### config.mk
export PLATFORM = sky130hd
export DESIGN_NAME = apb_gpio_irq
export DESIGN_NICKNAME = d
export VERILOG_FILES = /design/src/rtl/apb_gpio_irq.sv
export SDC_FILE = /design/constraint.sdc
export NUM_CORES = 1
export LEC_CHECK = 0
export CAP_MARGIN = 30
export CORE_MARGIN = 2
export CORE_UTILIZATION = 46
export CTS_CLUSTER_SIZE = 28
export DETAILED_ROUTE_END_ITERATION = 10
export GPL_TIMING_DRIVEN = 0
export PLACE_DENSITY = 0.81
export SYNTH_ARGS = -nofsm -noshare
export SYNTH_HDL_FRONTEND = slang
export SYNTH_SLANG_ARGS = --single-unit
### constraint.sdc
create_clock -name pclk -period 2.3 [get_ports pclk]
set_clock_uncertainty 0.15 [all_clocks]
set_input_delay 0.23 -clock pclk [delete_from_list [all_inputs] [get_ports pclk]]
set_output_delay 0.23 -clock pclk [all_outputs]
set_load 0.01 [all_outputs]
### src/rtl/apb_gpio_irq.sv
// apb_gpio_irq: APB GPIO peripheral with per-pin direction, atomic output set/clear, a
// multi-stage input synchroniser and an optional edge/level interrupt unit.
//
// Parameters:
//   WIDTH        number of GPIO pins (1..32)
//   SYNC_STAGES  input synchroniser depth (2..4)
//   ADDR_W       APB address width; registers decode on paddr[5:2], upper bits must be 0
//
// Ports:
//   pclk, presetn            clock, asynchronous active-low reset
//   psel, penable, pwrite    APB control
//   paddr, pwdata            APB address / write data
//   prdata, pready, pslverr  APB read data (0 outside access phase), ready (always 1), error
//   gpio_i                   asynchronous pin inputs
//   gpio_o, gpio_oe          output data and output enable (1 = drive)
//   irq                      level interrupt request
//
// Build option: define APB_GPIO_IRQ_EN to include the interrupt unit (IRQ_EN, IRQ_TYPE,
// IRQ_POL, IRQ_STAT, the previous-sample flop and irq). Without it, offsets 0x14-0x20
// return errors and irq is tied low.
//
// Register map (byte offsets):
//   0x00 OUT RW, 0x04 DIR RW, 0x08 IN RO, 0x0C OUT_SET WO, 0x10 OUT_CLR WO,
//   0x14 IRQ_EN RW, 0x18 IRQ_TYPE RW (1 = edge), 0x1C IRQ_POL RW (1 = rising/high),
//   0x20 IRQ_STAT W1C

module apb_gpio_irq #(
  parameter int unsigned WIDTH       = 32,
  parameter int unsigned SYNC_STAGES = 2,
  parameter int unsigned ADDR_W      = 12
) (
  input  logic              pclk,
  input  logic              presetn,
  input  logic              psel,
  input  logic              penable,
  input  logic              pwrite,
  input  logic [ADDR_W-1:0] paddr,
  input  logic [31:0]       pwdata,
  output logic [31:0]       prdata,
  output logic              pready,
  output logic              pslverr,
  input  logic [WIDTH-1:0]  gpio_i,
  output logic [WIDTH-1:0]  gpio_o,
  output logic [WIDTH-1:0]  gpio_oe,
  output logic              irq
);

  localparam logic [3:0] OffOut   = 4'h0;
  localparam logic [3:0] OffDir   = 4'h1;
  localparam logic [3:0] OffIn    = 4'h2;
  localparam logic [3:0] OffSet   = 4'h3;
  localparam logic [3:0] OffClr   = 4'h4;
`ifdef APB_GPIO_IRQ_EN
  localparam logic [3:0] OffEn    = 4'h5;
  localparam logic [3:0] OffType  = 4'h6;
  localparam logic [3:0] OffPol   = 4'h7;
  localparam logic [3:0] OffStat  = 4'h8;
`endif

  logic             access;
  logic             addr_err;
  logic             dec_err;
  logic             wr_en;
  logic [31:0]      rd_data;
  logic [WIDTH-1:0] wdata;
  logic             sel_out;
  logic             sel_dir;
  logic             sel_set;
  logic             sel_clr;
  logic [WIDTH-1:0] out_q;
  logic [WIDTH-1:0] out_d;
  logic [WIDTH-1:0] dir_q;
  logic [WIDTH-1:0] sync_q [SYNC_STAGES];
  logic [WIDTH-1:0] s;
  logic             unused_bits;

`ifdef APB_GPIO_IRQ_EN
  logic             sel_en;
  logic             sel_type;
  logic             sel_pol;
  logic             sel_stat;
  logic [WIDTH-1:0] irq_en_q;
  logic [WIDTH-1:0] irq_type_q;
  logic [WIDTH-1:0] irq_pol_q;
  logic [WIDTH-1:0] irq_stat_q;
  logic [WIDTH-1:0] irq_stat_d;
  logic [WIDTH-1:0] prev_q;
  logic [WIDTH-1:0] irq_set;
  logic [WIDTH-1:0] w1c;
`endif

  assign access      = psel & penable;
  assign wdata       = pwdata[WIDTH-1:0];
  assign pready      = 1'b1;
  // Byte-lane bits and pwdata bits above WIDTH carry no meaning.
  assign unused_bits = ^{paddr[1:0], pwdata};

  if (ADDR_W > 6) begin : g_upper
    assign addr_err = |paddr[ADDR_W-1:6];
  end else begin : g_no_upper
    assign addr_err = 1'b0;
  end

  assign s = sync_q[SYNC_STAGES-1];

  // Address decode, read mux and error detection.
  always_comb begin
    dec_err  = 1'b0;
    rd_data  = '0;
    sel_out  = 1'b0;
    sel_dir  = 1'b0;
    sel_set  = 1'b0;
    sel_clr  = 1'b0;
`ifdef APB_GPIO_IRQ_EN
    sel_en   = 1'b0;
    sel_type = 1'b0;
    sel_pol  = 1'b0;
    sel_stat = 1'b0;
`endif
    case (paddr[5:2])
      OffOut: begin
        rd_data = 32'(out_q);
        sel_out = 1'b1;
      end
      OffDir: begin
        rd_data = 32'(dir_q);
        sel_dir = 1'b1;
      end
      OffIn: begin
        rd_data = 32'(s);
        dec_err = pwrite;
      end
      OffSet:  sel_set = 1'b1;
      OffClr:  sel_clr = 1'b1;
`ifdef APB_GPIO_IRQ_EN
      OffEn: begin
        rd_data = 32'(irq_en_q);
        sel_en  = 1'b1;
      end
      OffType: begin
        rd_data  = 32'(irq_type_q);
        sel_type = 1'b1;
      end
      OffPol: begin
        rd_data = 32'(irq_pol_q);
        sel_pol = 1'b1;
      end
      OffStat: begin
        rd_data  = 32'(irq_stat_q);
        sel_stat = 1'b1;
      end
`endif
      default: dec_err = 1'b1;
    endcase
    if (addr_err) begin
      dec_err = 1'b1;
    end
  end

  // Erroring accesses never commit and always read back zero.
  assign wr_en   = access & pwrite & ~dec_err;
  assign pslverr = access & dec_err;
  assign prdata  = (access & ~dec_err) ? rd_data : '0;

  always_comb begin
    out_d = out_q;
    if (wr_en) begin
      if (sel_out) begin
        out_d = wdata;
      end else if (sel_set) begin
        out_d = out_q | wdata;
      end else if (sel_clr) begin
        out_d = out_q & ~wdata;
      end
    end
  end

  always_ff @(posedge pclk or negedge presetn) begin
    if (!presetn) begin
      out_q <= '0;
      dir_q <= '0;
    end else begin
      out_q <= out_d;
      if (wr_en && sel_dir) begin
        dir_q <= wdata;
      end
    end
  end

  assign gpio_o  = out_q;
  assign gpio_oe = dir_q;

  always_ff @(posedge pclk or negedge presetn) begin
    if (!presetn) begin
      for (int i = 0; i < SYNC_STAGES; i++) begin
        sync_q[i] <= '0;
      end
    end else begin
      sync_q[0] <= gpio_i;
      for (int i = 1; i < SYNC_STAGES; i++) begin
        sync_q[i] <= sync_q[i-1];
      end
    end
  end

`ifdef APB_GPIO_IRQ_EN
  // Edge detection compares the synchronised value against its previous sample.
  always_comb begin
    irq_set = (irq_type_q & ((irq_pol_q & s & ~prev_q) | (~irq_pol_q & ~s & prev_q)))
            | (~irq_type_q & ~(s ^ irq_pol_q));
    w1c        = (wr_en && sel_stat) ? wdata : '0;
    // A set in the same cycle as a W1C wins.
    irq_stat_d = (irq_stat_q & ~w1c) | irq_set;
  end

  always_ff @(posedge pclk or negedge presetn) begin
    if (!presetn) begin
      irq_en_q   <= '0;
      irq_type_q <= '0;
      irq_pol_q  <= '0;
      irq_stat_q <= '0;
      prev_q     <= '0;
    end else begin
      prev_q     <= s;
      irq_stat_q <= irq_stat_d;
      if (wr_en && sel_en) begin
        irq_en_q <= wdata;
      end
      if (wr_en && sel_type) begin
        irq_type_q <= wdata;
      end
      if (wr_en && sel_pol) begin
        irq_pol_q <= wdata;
      end
    end
  end

  assign irq = |(irq_stat_q & irq_en_q);
`else
  assign irq = 1'b0;
`endif

endmodule

* After elaboration in Yosys (flattened, before gate mapping)
Index checks and enable logic that the tools add are counted.
Word-level totals: register bits 128, input port bits 81, output and inout bits 99, word-level logic and storage cells 34
Operators by class: eq/ne operators 4, mux-type cells 11, bitwise operators 9, reductions and logical operators 6
Operators with widths (count):
- $mux 32 | 4
- $pmux 32 s3 | 1
- $and 32x32->32 | 1
- $not 32->32 | 1
- $or 32x32->32 | 1
- $eq 4x2->1 const B | 2
- $reduce_or 6->1 | 1
- $and 1x1->1 | 5
- $mux 1 | 5
- $eq 4x1->1 const B | 1
- $eq 4x3->1 const B | 1
- $logic_not 4->1 | 1
- $reduce_or 4->1 | 1
- $reduce_bool 3->1 | 1
- $pmux 1 s2 | 1
- $reduce_and 2->1 | 1
- $logic_and 1x1->1 | 1
- $not 1->1 | 1

* Longest topological paths before layout
Gate-level depths: netlist (run 1).
depth in word-level cells 7, depth in mapped cells 7, gate-level depth less buffers 4

* Worst setup path before layout (run 1)
OpenSTA, ideal clock, no wires.
path kind input to output, start input paddr[3], end output prdata[10], data arrival time 1.581 ns, required time 1.920 ns, slack 0.339 ns, stages 7, buffers on the path 3, path through buf_2 -> nor2b_1 -> buf_2 -> a2111oi_0 -> nand2_1 -> clkbuf_1 -> nor2_1
Between the ends: cells in the longest elaborated chain, start to end 7, elaborated cells on any way between the ends 12, those cells by class eq/ne: 4; mux: 4; bitwise: 2; reduce/logical: 2
RTL lines:
- start, declared | RTL line 37 | input logic [ADDR_W-1:0] paddr,
- $eq 4x3->1 (tied with other cells) | RTL line 120 | case (paddr[5:2])
- $reduce_or 4->1 (no source line)
- $pmux 1 s2 | RTL line 120
- $mux 1 | RTL line 155 | if (addr_err) begin
- $not 1->1 | RTL line 163 | assign prdata = (access & ~dec_err) ? rd_data : '0;
- $and 1x1->1 | RTL line 163
- $mux 32 * | RTL line 163
- end, declared | RTL line 39 | output logic [31:0] prdata,
Every way passes the cells marked *; elsewhere a longest branch is shown, timed or not.

* Worst setup path after layout (run 1)
start input paddr[7], end output prdata[23]
Between the ends: cells in the longest elaborated chain, start to end 5
RTL lines:
- $reduce_or 6->1 | RTL line 99 | assign addr_err = |paddr[ADDR_W-1:6];
- $mux 1 | RTL line 155
- $not 1->1 | RTL line 163
- $and 1x1->1 | RTL line 163
- $mux 32 | RTL line 163
Every way passes these cells.

==> results of run 1 <==
==> worst max-delay path, stage by stage <==
cell             delay, ns
clkdlybuf4s50_1       0.44
nor4_4                0.30
and2_4                0.20
nand2_1               0.05
buf_4                 0.16
clkbuf_8              0.17
nor2_1                0.13
buf_2                 0.16
==> layout make-up <==
cell class	instances	area, sq um	area share
Buffer	35	215	0.0274
Clock buffer	17	425	0.0542
Inverter	32	120	0.0153
Sequential cell	128	3200	0.408
Timing Repair Buffer	182	1670	0.213
Multi-Input combinational cell	276	1850	0.236
Tap cell	143	179	0.0228
Clock inverter	13	188	0.0239
==> kinds of logic (layout without fill, tap and decap cells) <==
logic type	Yosys count	in the layout	synth area share
compound gates	131	131	0.140
buf+inv	67	279	0.0576
flops	128	128	0.604
mux	64	64	0.128
other cells	2	2	0.00142
simple gates	79	79	0.0687
==> cells in the final DEF, fill, tap and decap left out, types with 4 or more instances in the layout <==
cell / n
a21oi_1: 32
dfrtp_1: 128
mux2_2: 31
mux2i_1: 32
buf_4: 13
clkdlybuf4s50_1: 135
a21o_1: 32
bufinv_16: 4
clkbuf_2: 11
nor2_2: 9
inv_1: 32
buf_2: 30
o21ai_0: 34
clkbuf_1: 14
buf_6: 4
o21ai_1: 31
nor2_1: 55
clkbuf_16: 17
==> layer usage <==
metal / vias to the layer above / share of wire / wire (microns)
met5: - / 0 / 0
met4: 0 / 0.018 / 265
met3: 22 / 0.064 / 956
met2: 158 / 0.50 / 7450
met1: 2161 / 0.42 / 6330
li1: 1987 / - / -
==> how the worst max path moves through the flow <==
stage	start	end	slack, ns	cells past startpoint
2_1_floorplan	paddr[3]	prdata[10]	0.34	7
3_3_place_gp	presetn	sync_q[53]	-3.90	1
3_5_place_dp	paddr[5]	prdata[22]	-0.70	7
4_1_cts	paddr[8]	prdata[26]	-0.002	8
5_1_grt	paddr[7]	prdata[23]	-0.0009	8
6_report	paddr[7]	prdata[23]	0.08	8
==> cells in the mapped netlist <==
master,number,share of area
dfrtp_1,128,0.60
nor2b_1,2,0.0024
clkbuf_2,1,0.00094
o21ai_0,34,0.032
a31oi_1,1,0.0012
mux2_2,31,0.066
a2111oi_0,1,0.0017
buf_6,3,0.0064
and2_1,2,0.0024
buf_2,9,0.0085
nand4_2,1,0.0024
and4b_1,1,0.0019
clkbuf_1,17,0.012
a21o_1,32,0.045
buf_4,5,0.0071
nor4_4,1,0.0040
mux2_1,1,0.0021
a21oi_1,32,0.030
o21ai_1,31,0.029
mux2i_1,32,0.060
nor3_1,1,0.00094
conb_1,2,0.0014
nand2_1,3,0.0021
inv_1,32,0.023
nor3b_1,2,0.0028
or4b_4,1,0.0026
or4b_1,1,0.0019
nor2_1,64,0.045
==> report_power, final <==
part | total [W] | internal [W] | switching (W)
clock network | 0.00278 | 0.00180 | 0.000976
logic | 0.000347 | 0.000176 | 0.000171
registers | 0.00233 | 0.00231 | 0.0000201
total | 0.00546 | 0.00429 | 0.00117
==> through the flow <==
stage / cell area [sq um] / hold WS, ns / setup TNS (ns) / setup slack, ns / util
4_1_cts: 7930 / 0.0874 / -0.00364 / -0.00236 / 0.701
3_5_place_dp: 7230 / 0.0705 / -35.65 / -0.704 / 0.639
5_1_grt: 7850 / 0.0852 / -0.000902 / -0.000902 / 0.693
2_1_floorplan: 5300 / -0.216 / 0 / 0.339 / -
3_3_place_gp: 7200 / 0.182 / -527.85 / -3.90 / 0.636
6_report: 7850 / 0.103 / 0 / 0.0775 / 0.693
==> timing repair <==
item / 4_1_cts / 5_1_grt
gates resized for setup: 111 / 33
hold buffers: 1 / 0
endpoints found under the setup margin: 33 / 30
pin swaps: 3 / 2
setup buffers: 4 / 4
endpoints found under the hold margin: 54 / 0
gates cloned: 0 / 0
==> metrics, run 1 <==
hold crit path type in -> reg; met1 Use GR 0.310; Pleak between 3 and 4 nW; Syn Inst Count between 400 and 500; R2R Setup Slk ~1.3 ns; H-tree depth 4; Critical Path Start Type input port; total grt overflow 0; status completed; CP max FO 10; WL final approximately 15 mm; Reg2Reg Depth 1; root buffer cell clkbuf_16; Worst-Skew Late Latency 0.41 ns; core area 11300 sq um; fin. max-slew vios 0; Layout Nets 753; worst hold endpoint sync_q[34]; Num Clock Sinks 128; layout cells sized above 1 0.205; critical path required time around 1.9 ns; FMAX between 400 and 500 MHz; maximum buffer depth of the clock tree 2; routed len/inst 18.2 microns; initial antenna violation count 0; min cycle time layout 2.22 ns; critical path type in -> out; DIE WIDTH around 110 microns; I/O pins 180; global-route wire length before repair 24.0 mm; Peak VDD IR just over 800 uV; R2R Path Start gpio_oe[28]; Netlist cell types 28; Die Ht around 110 microns; Num CTS Buffers 17; Mapped Area around 5300 sq um; Ant. Diodes 0; largest net degree at the start of global routing 75; port bufs roughly 170; Fin. Hold Viols 0; die area between 10000 and 15000 sq um; routability cong. approximately 0.84; Rel. slew slack 0.644; worst flop-to-flop path endpoint gpio_oe[28]; maximum capacitance violations 0; DRC Markers 0; critical path arrival about 1.8 ns; Iter 0 DRT Violations between 200 and 300; met2 usage 0.417; Period Utilization, post-route 0.966; Synth warnings 0; Finished Layout Cells between 800 and 900; row count 39; met3 Use GR 0.0833; final setup violation count 0; measured slew at the worst slew-check pin between 0.5 and 0.6 ns; via/cell ratio about 5.2; hold depth 1; Initial Util 0.468; Hold Crit Start gpio_i[2]; gr usage total 0.250; sequential share of the synthesized area 0.604; number of global-route vias before repair 4531; Yosys reg bits around 130; CP endpoint kind primary output; Net Count, Synth between 500 and 600; fillcell total 844; drt first pass iters 5; Mapped Avg Cell Area about 11 sq um; placed wire-length estimate between 10 and 15 mm; DRT antenna net count 0; vias approximately 4.3k; placed cell count just under 800; most crowded layer after global routing met2; Pwr Density between 600 and 700 nW/um^2; Clock Pin Slew Worst Setup and Hold Paths roughly 0.060 ns; Final Total Pwr around 0.0055 W; CTS tree built; Area Growth Syn to Fin 48.1%
No activity file was read; power rests on OpenSTA's default activity.
==> run 2, diff against run 1 <==
--- a/config.mk
+++ b/config.mk
@@ -10,7 +10,6 @@
 export CORE_UTILIZATION = 46
 export CTS_CLUSTER_SIZE = 28
 export DETAILED_ROUTE_END_ITERATION = 10
-export GPL_TIMING_DRIVEN = 0
 export PLACE_DENSITY = 0.81
 export SYNTH_ARGS = -nofsm -noshare
 export SYNTH_HDL_FRONTEND = slang
==> run 2 against run 1 <==
- sequential power hardly changed
- first-iteration DRC count is 8.3% higher
- core utilization is 1.9 points higher
- die area stayed put
- power is 6.0% higher
- combinational power is 5% higher
- maximum frequency is 0.29% lower
- flip-flop and latch count stayed put
- clock-buffer cell count stayed put
- cell count is 0.48% lower
- cell area is 2.7% higher
- critical path depth stayed put
==> metrics, run 2 (synthesized netlist as in run 1, its figures left out) <==
final hold slack 0.0979 ns (-0.00483 ns); DRT antenna net count 0 (unchanged); fillcell total 810 (-4.0%); Finished Layout Cells 822 (-0.48%); global-route wire length before repair 24.6 mm (+2.6%); H-tree depth 4 (unchanged); hold depth 1 (unchanged); largest net degree at the start of global routing 51 (-32%); Num Clock Sinks 128 (unchanged); status completed; die area 12400 sq um (unchanged); maximum capacitance violations 0 (unchanged); commonest non-fill, non-tap cell in the layout clkdlybuf4s50_1; initial antenna violation count 1 (+1); Pwr Density 718 nW/um^2 (+3.2%); setup TNS 0 ns (unchanged); placed wire-length estimate 10.5 mm (-0.86%); CTS tree built; FMAX 449 MHz (-0.29%); critical path type in -> out; min cycle time layout 2.23 ns (+0.00646 ns); Worst-Skew Late Latency 0.41 ns (about the same); Clock Pin Slew Worst Setup and Hold Paths 0.06 ns (about the same); hold crit path type in -> reg; R2R Path Start gpio_oe[18]; placed cell count 781 (-0.76%); Peak VDD IR 429 uV (-47%); Register Area 3200 sq um (unchanged); maximum buffer depth of the clock tree 2 (unchanged); gr usage total 0.259 (+0.00935); Iter 0 DRT Violations 273 (+8.3%); worst hold endpoint sync_q[53]; RSZ-0062 raised after global routing no; Area Growth Syn to Fin 52.1%; Num CTS Buffers 17 (unchanged); final setup violation count 0 (unchanged); core area 11300 sq um (unchanged); CP max FO 10 (unchanged); worst flop-to-flop path endpoint gpio_oe[18]; R2R Setup Slk 1.35 ns (about the same); Reg2Reg Depth 1 (unchanged); Die Ht 111 microns (unchanged); multi-input logic area 1860 sq um (+0.81%); Initial Util 0.468 (unchanged); routed len/inst 19.2 microns (+5.6%); Period Utilization, post-route 0.969 (+0.00281); Critical Path Start Type input port; Fin. Hold Viols 0 (unchanged); I/O pins 180 (unchanged); WL final 15.8 mm (+5.1%); CP endpoint kind primary output; total grt overflow 0 (unchanged); vias 4414 (+2.0%); Worst Slack Setup Final 0.0710 ns (-0.00646 ns); DIE WIDTH 111 microns (unchanged); port bufs 175 (+1.7%); Pleak 3.83 nW (+4.5%); Final Total Pwr 0.00579 W (+6.0%); pre-CTS setup slack -0.439 ns (+0.265 ns); via/cell ratio 5.37 (+2.5%); fin. max-slew vios 0 (unchanged); Hold Crit Start gpio_i[21]; number of global-route vias before repair 4587 (+1.2%); layout cells sized above 1 0.221 (+0.0163); routability cong. 0.852 (+1.6%); DRC Markers 0 (unchanged); most frequent cells in the layout clkdlybuf4s50_1 (129), dfrtp_1 (128), nor2_1 (55); row count 39 (unchanged); root buffer cell clkbuf_16; drt first pass iters 8 (+3); critical path arrival 1.85 ns (about the same); Layout Nets 746 (-0.93%); critical path required time 1.92 ns (about the same)
==> run 2: cell types whose count changed in the layout (fill, tap and decap cells not counted), moves of 2 or more <==
| cell | delta |
|---|---|
| clkbuf_1 | -14 |
| bufbuf_16 | +2 |
| clkbuf_2 | -11 |
| buf_2 | +3 |
| clkbuf_8 | -3 |
| buf_6 | -3 |
| buf_12 | +7 |
| dlymetal6s2s_1 | +5 |
| clkdlybuf4s50_1 | -6 |
| bufinv_16 | +2 |
| dlygate4sd2_1 | +2 |
| buf_4 | +11 |
==> run 2: repair_timing <==
action,4_1_cts,5_1_grt
setup buffers,5,0
resized for setup,146,15
hold buffers,1,0
cloned,2,0
endpoints found under the hold margin,126,0
setup endpoints to repair,33,33
pin swaps,3,6
==> run 2: area by class of cell <==
class | count | share of cell area
inverters | 32 | 0.0149
clock inverters | 15 | 0.0317
clock buffers | 17 | 0.0528
repair buffers | 210 | 0.250
well taps | 143 | 0.0222
diodes | 1 | 0.000310
multi-input cells | 276 | 0.231
flip-flops and latches | 128 | 0.397
==> run 2: power breakdown <==
part	total [W]	switching [W]	leakage [nW]	internal, W
Sequential	0.00233	0.0000213	1.64	0.00231
Combinational	0.000364	0.000179	1.87	0.000185
Clock	0.00309	0.00104	0.326	0.00205
Total	0.00579	0.00124	3.83	0.00455
==> run 2: how the worst max path moves through the flow <==
stage / cells after the start / startpoint / end / slack (ns)
after floorplan: 7 / paddr[3] / prdata[10] / 0.34
after global placement: 7 / paddr[3] / prdata[3] / -0.39
after detailed placement: 7 / paddr[5] / prdata[24] / -0.44
after CTS: 8 / penable / prdata[23] / -0.001
after global routing: 8 / paddr[6] / prdata[2] / 0.01
final: 8 / paddr[6] / prdata[27] / 0.07
==> run 2: worst max-delay path, cell delays in order <==
cell	delay, ns
clkdlybuf4s50_1	0.44
nor3_4	0.19
and2_4	0.19
nand2_1	0.08
buf_4	0.17
bufbuf_16	0.28
nor2_1	0.12
buf_2	0.14
==> run 2: metrics by stage <==
stage | cell area (sq um) | util
3_5_place_dp | 7330 | 0.648
5_1_grt | 8060 | 0.712
3_3_place_gp | 7330 | 0.648
2_1_floorplan | 5300 | -
6_report | 8060 | 0.712
4_1_cts | 8020 | 0.708
==> run 2: layer usage <==
metal | GRT usage | vias up | part of all wire
met4 | 0.117 | 0 | 0.033
li1 | - | 1974 | -
met1 | 0.320 | 2155 | 0.39
met5 | 0 | - | 0
met2 | 0.430 | 241 | 0.50
met3 | 0.0708 | 44 | 0.076
